--- config.mk ---
export PLATFORM = sky130hd
export DESIGN_NAME = uart_rx_fifo_flat
export DESIGN_NICKNAME = d
export VERILOG_FILES = /design/src/rtl/uart_rx_fifo_if.sv /design/src/rtl/uart_rx_fifo.sv /design/src/flat_wrapper.sv
export SDC_FILE = /design/constraint.sdc
export NUM_CORES = 1
export LEC_CHECK = 0
export CORE_AREA = 3 3 135 104
export CTS_CLUSTER_DIAMETER = 50
export CTS_CLUSTER_SIZE = 14
export DETAILED_ROUTE_END_ITERATION = 10
export DIE_AREA = 0 0 138 107
export SYNTH_ARGS = -nofsm -noshare
export SYNTH_HDL_FRONTEND = slang
export SYNTH_SLANG_ARGS = --single-unit
--- constraint.sdc ---
create_clock -name clk -period 3.9 [get_ports clk]
set_clock_uncertainty 0.15 [all_clocks]
set_input_delay 0.78 -clock clk [delete_from_list [all_inputs] [get_ports clk]]
set_output_delay 0.78 -clock clk [all_outputs]
set_load 0.01 [all_outputs]
--- src/rtl/uart_rx_fifo_if.sv ---
// Consumer-side bundle for uart_rx_fifo: FWFT head entry,
// valid/ready pop handshake, occupancy and sticky overrun.
interface uart_rx_fifo_if #(
    parameter int DATA_BITS = 8,
    parameter int FIFO_LOG  = 3
);
    logic [DATA_BITS-1:0] data;
    logic                 parity_err;
    logic                 frame_err;
    logic                 valid;
    logic                 ready;
    logic [FIFO_LOG:0]    count;
    logic                 overrun;
    logic                 clr_overrun;

    modport master (
        output data,
        output parity_err,
        output frame_err,
        output valid,
        output count,
        output overrun,
        input  ready,
        input  clr_overrun
    );

    modport slave (
        input  data,
        input  parity_err,
        input  frame_err,
        input  valid,
        input  count,
        input  overrun,
        output ready,
        output clr_overrun
    );
endinterface

--- src/rtl/uart_rx_fifo.sv ---
// Parametrised UART receiver with false-start rejection, per-character
// parity/framing flags and a first-word-fall-through receive FIFO.
module uart_rx_fifo #(
    parameter int CLK_CYCLES = 4167,
    parameter int CTR_WIDTH  = 16,
    parameter int DATA_BITS  = 8,
    parameter int PARITY     = 0,
    parameter int STOP_BITS  = 1,
    parameter int FIFO_LOG   = 3
) (
    input  logic          clk,
    input  logic          reset_n,
    input  logic          uart_rx,
    uart_rx_fifo_if.master host
);
    localparam int DEPTH = 1 << FIFO_LOG;
    localparam int W     = DATA_BITS + 2;

    localparam logic [CTR_WIDTH-1:0] CTR_HALF =
        CTR_WIDTH'(CLK_CYCLES / 2 - 1);
    localparam logic [CTR_WIDTH-1:0] CTR_FULL =
        CTR_WIDTH'(CLK_CYCLES - 1);
    localparam logic [3:0] LAST_DATA = 4'(DATA_BITS - 1);
    localparam logic [3:0] LAST_STOP = 4'(STOP_BITS - 1);
    localparam logic       ODD       = (PARITY == 1);

    typedef enum logic [2:0] {
        IDLE,
        START,
        DATA,
        PAR,
        STOP,
        BREAK
    } state_t;

    logic                 rx_meta;
    logic                 rxs;
    state_t               state;
    logic [CTR_WIDTH-1:0] ctr;
    logic [3:0]           bit_cnt;
    logic [DATA_BITS-1:0] shreg;
    logic                 perr;
    logic                 ferr;

    logic [W-1:0]         mem [DEPTH];
    logic [FIFO_LOG-1:0]  wr_ptr;
    logic [FIFO_LOG-1:0]  rd_ptr;
    logic [FIFO_LOG:0]    cnt;
    logic                 ovr;

    logic                 tick;
    logic                 push;
    logic [W-1:0]         push_word;
    logic                 valid;
    logic                 full;
    logic                 pop;
    logic                 accept;
    logic [W-1:0]         head;

    always_ff @(posedge clk or negedge reset_n) begin
        if (!reset_n) begin
            rx_meta <= 1'b1;
            rxs     <= 1'b1;
        end else begin
            rx_meta <= uart_rx;
            rxs     <= rx_meta;
        end
    end

    assign tick = (ctr == '0);
    assign push = (state == STOP) && tick &&
                  (bit_cnt == LAST_STOP);
    // The final stop sample folds straight into the pushed flags.
    assign push_word = {perr, ferr | ~rxs, shreg};

    always_ff @(posedge clk or negedge reset_n) begin
        if (!reset_n) begin
            state   <= IDLE;
            ctr     <= '0;
            bit_cnt <= '0;
            shreg   <= '0;
            perr    <= 1'b0;
            ferr    <= 1'b0;
        end else begin
            case (state)
                IDLE: begin
                    if (!rxs) begin
                        ctr   <= CTR_HALF;
                        state <= START;
                    end
                end
                START: begin
                    if (!tick) begin
                        ctr <= ctr - 1'b1;
                    end else if (rxs) begin
                        state <= IDLE;
                    end else begin
                        ctr     <= CTR_FULL;
                        bit_cnt <= '0;
                        perr    <= 1'b0;
                        ferr    <= 1'b0;
                        state   <= DATA;
                    end
                end
                DATA: begin
                    if (!tick) begin
                        ctr <= ctr - 1'b1;
                    end else begin
                        ctr   <= CTR_FULL;
                        shreg <= {rxs, shreg[DATA_BITS-1:1]};
                        if (bit_cnt == LAST_DATA) begin
                            bit_cnt <= '0;
                            state   <= (PARITY != 0) ? PAR : STOP;
                        end else begin
                            bit_cnt <= bit_cnt + 1'b1;
                        end
                    end
                end
                PAR: begin
                    if (!tick) begin
                        ctr <= ctr - 1'b1;
                    end else begin
                        ctr   <= CTR_FULL;
                        perr  <= ((^shreg) ^ rxs) != ODD;
                        state <= STOP;
                    end
                end
                STOP: begin
                    if (!tick) begin
                        ctr <= ctr - 1'b1;
                    end else begin
                        ctr  <= CTR_FULL;
                        ferr <= ferr | ~rxs;
                        if (bit_cnt == LAST_STOP) begin
                            bit_cnt <= '0;
                            state   <= rxs ? IDLE : BREAK;
                        end else begin
                            bit_cnt <= bit_cnt + 1'b1;
                        end
                    end
                end
                BREAK: begin
                    if (rxs) state <= IDLE;
                end
                default: state <= IDLE;
            endcase
        end
    end

    assign valid  = (cnt != '0);
    assign full   = (cnt == (FIFO_LOG+1)'(DEPTH));
    assign pop    = valid && host.ready;
    assign accept = push && (!full || pop);

    always_ff @(posedge clk) begin
        if (accept) mem[wr_ptr] <= push_word;
    end

    always_ff @(posedge clk or negedge reset_n) begin
        if (!reset_n) begin
            wr_ptr <= '0;
            rd_ptr <= '0;
            cnt    <= '0;
            ovr    <= 1'b0;
        end else begin
            if (accept) wr_ptr <= wr_ptr + 1'b1;
            if (pop)    rd_ptr <= rd_ptr + 1'b1;
            case ({accept, pop})
                2'b10:   cnt <= cnt + 1'b1;
                2'b01:   cnt <= cnt - 1'b1;
                default: cnt <= cnt;
            endcase
            if (push && !accept) begin
                ovr <= 1'b1;
            end else if (host.clr_overrun) begin
                ovr <= 1'b0;
            end
        end
    end

    // Head is masked so stale memory never shows while empty.
    assign head            = valid ? mem[rd_ptr] : '0;
    assign host.data       = head[DATA_BITS-1:0];
    assign host.frame_err  = head[DATA_BITS];
    assign host.parity_err = head[DATA_BITS+1];
    assign host.valid      = valid;
    assign host.count      = cnt;
    assign host.overrun    = ovr;
endmodule
--- src/flat_wrapper.sv ---
// flat-port wrapper written by rule: the top's interface ports become plain ports
module uart_rx_fifo_flat 
#(
    parameter int CLK_CYCLES = 4167,
    parameter int CTR_WIDTH  = 16,
    parameter int DATA_BITS  = 8,
    parameter int PARITY     = 0,
    parameter int STOP_BITS  = 1,
    parameter int FIFO_LOG   = 3
)
  (clk, reset_n, uart_rx, host_data, host_parity_err, host_frame_err, host_valid, host_count, host_overrun, host_ready, host_clr_overrun);
  uart_rx_fifo_if #(.DATA_BITS(DATA_BITS), .FIFO_LOG(FIFO_LOG)) host_i ();
  input  logic clk;
  input  logic reset_n;
  input  logic uart_rx;
  output wire logic [$bits(host_i.data)-1:0] host_data;
  output wire logic [$bits(host_i.parity_err)-1:0] host_parity_err;
  output wire logic [$bits(host_i.frame_err)-1:0] host_frame_err;
  output wire logic [$bits(host_i.valid)-1:0] host_valid;
  output wire logic [$bits(host_i.count)-1:0] host_count;
  output wire logic [$bits(host_i.overrun)-1:0] host_overrun;
  input wire logic [$bits(host_i.ready)-1:0] host_ready;
  input wire logic [$bits(host_i.clr_overrun)-1:0] host_clr_overrun;
  assign host_data = host_i.data;
  assign host_parity_err = host_i.parity_err;
  assign host_frame_err = host_i.frame_err;
  assign host_valid = host_i.valid;
  assign host_count = host_i.count;
  assign host_overrun = host_i.overrun;
  assign host_i.ready = host_ready;
  assign host_i.clr_overrun = host_clr_overrun;
  uart_rx_fifo #(.CLK_CYCLES(CLK_CYCLES), .CTR_WIDTH(CTR_WIDTH), .DATA_BITS(DATA_BITS), .PARITY(PARITY), .STOP_BITS(STOP_BITS), .FIFO_LOG(FIFO_LOG)) u_core (.clk(clk), .reset_n(reset_n), .uart_rx(uart_rx), .host(host_i));
endmodule
# After elaboration in Yosys (flattened, before gate mapping)
# Memories as Yosys holds them, arrays and structs flattened.
# Index checks and enable logic that the tools add are counted.
[totals]
reg_bits = 46
ramBits = 80
in_bits = 5
output_inout_bits = 16
elab_cells = 102
memories = 1
[memory_table]
columns = ["memory", "depth", "width", "read_ports", "rd_ports_with_merged_regs", "write_ports", "line_no", "rtl"]
rows = [
  ["u_core.mem", 8, 10, 1, 0, 1, "uart_rx_fifo.sv:45", "logic [W-1:0] mem [DEPTH];"],
]
[op_classes]
add_sub_neg = 6
n_eq_ne = 19
muxes = 35
bitwise_logic = 3
reduce_logical = 26
[op_table]
columns = ["operator", "n"]
rows = [
  ["$mux 16", 4],
  ["$pmux 16 s3", 1],
  ["$mux 3", 9],
  ["$mux 4", 6],
  ["$pmux 3 s6", 1],
  ["$logic_not 16->1", 1],
  ["$sub 16x1->16 const B", 1],
  ["$ne 2x1->1 const B", 6],
  ["$pmux 4 s3", 1],
  ["$mux 10", 1],
  ["$add 4x1->4 const B", 2],
  ["$mux 1", 8],
  ["$pmux 4 s2", 1],
  ["$reduce_and 4->1", 2],
  ["$reduce_and 8->1", 1],
  ["$reduce_bool 2->1", 4],
  ["$reduce_xor 8->1", 1],
  ["$add 3x1->3 const B", 2],
  ["$eq 3x2->1 const B", 2],
  ["$eq 3x3->1 const B", 2],
  ["$ne 2x2->1 const B", 3],
  ["$reduce_bool 3->1", 2],
  ["$logic_and 1x1->1", 5],
  ["$reduce_and 5->1", 1],
  ["20 further kinds", 22],
]

# Depth between registers and ports, before layout
[logic_depth]
word_depth = 7
ltp_mapped = 13
mapped_depth_nobuf = 12

# Worst setup path after synthesis
# No wires, ideal clock.
[synth_timing]
path_kind = "register to register"
start = "reg u_core.ctr[0]"
end = "mem u_core.mem[0][0] (netlist bit), enable pin"
setup_ps = 404
arrival_ps = 2579
path_slack_ps = 768
stages_incl_launch_ff = 8
period_less_slack_ps = 3132
path_cell_list = "dfrtp_1 -> inv_1 -> ha_1 -> nor3b_2 -> and4_2 -> buf_2 -> nand3_2 -> nor4_1"
[synth_via]
elab_chain_cells = 6
[synth_lines]
columns = ["element", "line_no", "rtl"]
rows = [
  ["start, declared", "uart_rx_fifo.sv:39", "logic [CTR_WIDTH-1:0] ctr;"],
  ["start signal, assigned", "uart_rx_fifo.sv:94", "ctr <= ctr - 1'b1;"],
  ["start signal, assigned", "uart_rx_fifo.sv:107", "ctr <= ctr - 1'b1;"],
  ["start signal, assigned", "uart_rx_fifo.sv:121", "ctr <= ctr - 1'b1;"],
  ["$logic_not 16->1", "uart_rx_fifo.sv:70", "assign tick = (ctr == '0);"],
  ["$logic_and 1x1->1 (2 in series)", "uart_rx_fifo.sv:71", "assign push = (state == STOP) && tick &&"],
  ["$logic_and 1x1->1", "uart_rx_fifo.sv:153", "assign accept = push && (!full || pop);"],
  ["$mux 1", "uart_rx_fifo.sv:156", "if (accept) mem[wr_ptr] <= push_word;"],
  ["$mux 1 (not written as such)", "uart_rx_fifo.sv:156", ""],
  ["end, declared", "uart_rx_fifo.sv:45", ""],
]
# Every way passes these cells.

# Worst setup path after layout
[layout_timing]
start = "reg u_core.rd_ptr[0]"
end = "out host_data[0]"
[layout_via]
elab_chain_cells = 2
[layout_lines]
columns = ["element", "line_no", "rtl"]
rows = [
  ["start, declared", "uart_rx_fifo.sv:47", "logic [FIFO_LOG-1:0] rd_ptr;"],
  ["start signal, assigned", "uart_rx_fifo.sv:167", "if (pop) rd_ptr <= rd_ptr + 1'b1;"],
  ["$mem_v2 8x10", "n/a", ""],
  ["$mux 10", "uart_rx_fifo.sv:182", "assign head = valid ? mem[rd_ptr] : '0;"],
  ["end, declared", "flat_wrapper.sv:16", "output wire logic [$bits(host_i.data)-1:0] host_data;"],
]
# Every way passes these cells.

==> summary.txt <==
Yosys
  • Proportion of synthesized chip area in sequential cells: 0.623
  • Most instantiated flip-flop cell in the synthesis netlist: sky130_fd_sc_hd__edfxtp_1
  • Gate Count Post-Synth: 394
  • Most frequently used cell type in the post-synthesis netlist: sky130_fd_sc_hd__edfxtp_1
  • Net count after synthesis: a little over 400
  • Fraction of synthesized cell area taken by the top area cell type: 0.421
  • Area contributors post-synth: sky130_fd_sc_hd__edfxtp_1, sky130_fd_sc_hd__dfrtp_1, sky130_fd_sc_hd__mux4_2, sky130_fd_sc_hd__mux2i_1, sky130_fd_sc_hd__mux2_4
  • Number of enable flip-flop cells after synthesis: 80
  • Most common library cells after synthesis: sky130_fd_sc_hd__edfxtp_1, sky130_fd_sc_hd__dfrtp_1, sky130_fd_sc_hd__nor2_1
  • Synthesized area: 5710 µm²
  • Asr flop ratio synth: 0.365
  • Yosys warns: 0
  • Cell type with the highest aggregate area in the netlist: sky130_fd_sc_hd__edfxtp_1
  • Post-synthesis cell type count: 54
  • Avg Inst Size Synth: 14.5 µm²
  • Register bit count reported by yosys: about 130

Detailed routing
  • Wire length reported by the detailed router: between 10 and 15 mm
  • Post-detailed-route DRC marker count: 0
  • Routed via count divided by cell count: 5.41
  • Routed length per placed instance: about 18 µm
  • Routed via count: 3322
  • ANT nets after route: 0
  • Drt first pass iters: 5
  • Number of design-rule violations left by the first detailed-router iteration: 163

Global route
  • Global-route congestion overflow total: 0
  • Number of global-route vias before repair: 3301
  • Initial antenna violation count: 0
  • Global-route wire length before repair: 17.9 mm
  • Largest net degree at the start of global routing: 47
  • Total global-route track usage: 0.158

Placement
  • Placement Setup Slack: ~760 ps
  • Total half-perimeter wirelength after legalization and detailed placement: 6.91 mm
  • Weighted congestion at the end of routability-driven global placement: 0.768
  • Count of input and output buffers: 20

Flow run
  • Max-cap violations: 0

Floorplan
  • Placeable core region: 12900 µm²
  • Overall die height: 107 µm
  • Site row count: 36
  • Number of top-level pins: 21
  • Die Area: 14800 µm²
  • Die X: 138 µm
  • Initial core utilization: 0.443

Clock network
  • Post-CTS setup buffer count: 0
  • Number of CTS-inserted buffers: 17
  • Depth of the CTS H-tree: 4
  • Max clock buf depth: 2
  • # hold bufs at CTS: 0
  • Clk_lat worst skew: between 400 and 500 ps
  • Num Clock Sinks: 126
  • CTS tree: yes
  • Master cell of the clock root buffer: sky130_fd_sc_hd__clkbuf_16
  • Post-cts resize count: 0
  • Worst-path clk slew: ~50 ps

Worst setup path
  • Critical path data required time: about 3000 ps
  • Worst Path Max Fanout: 22
  • Kind of critical path: flip-flop to output port
  • Critical path data arrival time: 2430 ps
  • Startpoint types: flip-flop
  • Worst Setup End Kind: output port
  • Setup slack of the most critical reg-to-reg path: 760 ps

STA
  • Portion of the clock cycle consumed by the worst path in the final layout: 0.860
  • Setup repair after global routing missed its margin: false
  • Fmax: 298 MHz
  • Minimum setup slack in the final design: around 540 ps
  • Relative slew slack: 0.278
  • Final TNS setup: 0 ps
  • Fin. max-slew vios: 0
  • Pin slew with the least headroom to its limit: 1080 ps
  • Final number of setup-violating endpoints: 0
  • Final critical-path required period: about 3400 ps
  • Final hold violation count: 0

Status
  • Result of the run: complete, no violations

Pwr
  • Max IR drop VDD: 0.497 mV
  • Power density of the placed cells: 511 nW/µm²
  • Leakage power summed over all cells: 2.69 nW

Cells and area
  • Area growth, synth to finish: 17.0%
  • Share of final-layout standard cells stronger than drive strength 1: 0.214
  • Number of nets in the layout: around 440
  • Number of diodes added for antenna fixing: 0
  • Fillers: 1115

Worst hold path
  • Hold/Removal Path Class: flip-flop to flip-flop
[report_power, final]
part / internal [mW] / leakage (nW) / switching (mW)
Clock: 0.843 / 0.247 / 0.549
Combinational: 0.256 / 0.954 / 0.231
Sequential: 1.45 / 1.48 / 0.0833
Total: 2.55 / 2.69 / 0.864
[worst max-delay path, cell delays in order, from the launching register on]
cell and delay (ps):
sky130_fd_sc_hd__dfrtp_1 320, sky130_fd_sc_hd__buf_4 380, sky130_fd_sc_hd__mux4_2 560, sky130_fd_sc_hd__mux2i_1 200, sky130_fd_sc_hd__nor2_1 70, sky130_fd_sc_hd__clkdlybuf4s50_1 470
[metal layers]
metal / vias up / GRT usage / part of all wire
met2: 71 / 0.227 / 0.45
met4: 0 / 0.0635 / 0.014
met3: 14 / 0.0473 / 0.058
met5: - / 0 / 0
met1: 1661 / 0.227 / 0.48
li1: 1576 / - / -
[final cells by class]
cell class / instances / area (µm²) / area share
Sequential cell: 126 / 3560 / 0.533
Multi-Input combinational cell: 241 / 2050 / 0.307
Clock buffer: 23 / 468 / 0.0701
Timing Repair Buffer: 31 / 278 / 0.0416
Tap cell: 171 / 214 / 0.0320
Clock inverter: 9 / 65.1 / 0.00974
Inverter: 13 / 48.8 / 0.00731
[flip-flops by register name, summed over array words and instances (netlist names), 3 cells and up]
signal             cells
u_core.bit_cnt         4
u_core.ctr            16
u_core.shreg           8
u_core.mem            80
u_core.rd_ptr          3
u_core.host.count      4
u_core.state           3
u_core.wr_ptr          3
[worst paths after layout]
kind	startpoint	endpoint	depth (start not counted)
max in group asynchronous	reset_n	u_core.rd_ptr[0]$_DFFE_PN0P_	1
min in group asynchronous	reset_n	u_core.ctr[9]$_DFFE_PN0P_	1
min reg2reg	u_core.rx_meta$_DFF_PN1_	u_core.rxs$_DFF_PN1_	0
max reg2reg	u_core.ctr[0]$_DFFE_PN0P_	u_core.host.count[2]$_DFFE_PN0P_	12
max	u_core.rd_ptr[0]$_DFFE_PN0P_	host_data[0]	5
min	u_core.rx_meta$_DFF_PN1_	u_core.rxs$_DFF_PN1_	0
[logic make-up (layout without fill, tap and decap cells)]
group                    count (synthesis)  in the layout  synth area share
AO/OA/AOI/OAI                           62             62            0.0686
adder cells (fa/ha/maj)                  8              8            0.0175
flip-flops                             126            126             0.623
buffers and inverters                   27             76            0.0202
multiplexers                            43             43             0.127
XOR/XNOR                                18             18            0.0276
AND/OR/NAND/NOR                        110            110             0.116
[stage by stage]
step / cell area [µm²] / total power, mW / hold slack [ps] / std cells / utilization
6_report: 6680 / 3.41 / 206 / 614 / 0.518
2_1_floorplan: 5710 / 1.89 / 195 / 394 / -
3_3_place_gp: 6140 / 2.06 / 197 / 582 / 0.477
4_1_cts: 6680 / 3.46 / 207 / 614 / 0.518
5_1_grt: 6680 / 3.56 / 208 / 614 / 0.518
3_5_place_dp: 6140 / 2.06 / 199 / 582 / 0.477
[cells in the final DEF, fill, tap and decap left out, types with 4 or more instances in the layout]
| master | n |
|---|---|
| sky130_fd_sc_hd__nand3_1 | 5 |
| sky130_fd_sc_hd__o21ai_0 | 20 |
| sky130_fd_sc_hd__clkinvlp_4 | 4 |
| sky130_fd_sc_hd__nor2b_1 | 7 |
| sky130_fd_sc_hd__mux4_2 | 20 |
| sky130_fd_sc_hd__or3_1 | 5 |
| sky130_fd_sc_hd__edfxtp_1 | 80 |
| sky130_fd_sc_hd__xnor2_1 | 12 |
| sky130_fd_sc_hd__a21oi_1 | 20 |
| sky130_fd_sc_hd__clkbuf_1 | 4 |
| sky130_fd_sc_hd__buf_4 | 11 |
| sky130_fd_sc_hd__nor2_1 | 23 |
| sky130_fd_sc_hd__nand2_1 | 18 |
| sky130_fd_sc_hd__inv_1 | 13 |
| sky130_fd_sc_hd__xor2_1 | 6 |
| sky130_fd_sc_hd__mux2i_1 | 12 |
| sky130_fd_sc_hd__a21o_1 | 5 |
| sky130_fd_sc_hd__clkbuf_16 | 17 |
| sky130_fd_sc_hd__nor3_1 | 9 |
| sky130_fd_sc_hd__clkdlybuf4s50_1 | 19 |
| sky130_fd_sc_hd__nand2b_1 | 8 |
| sky130_fd_sc_hd__ha_1 | 8 |
| sky130_fd_sc_hd__dfrtp_1 | 44 |
| sky130_fd_sc_hd__nor4_1 | 5 |
| sky130_fd_sc_hd__nand3b_1 | 6 |
| sky130_fd_sc_hd__mux2_4 | 8 |
Note: power is estimated with default switching activity, not from simulation.
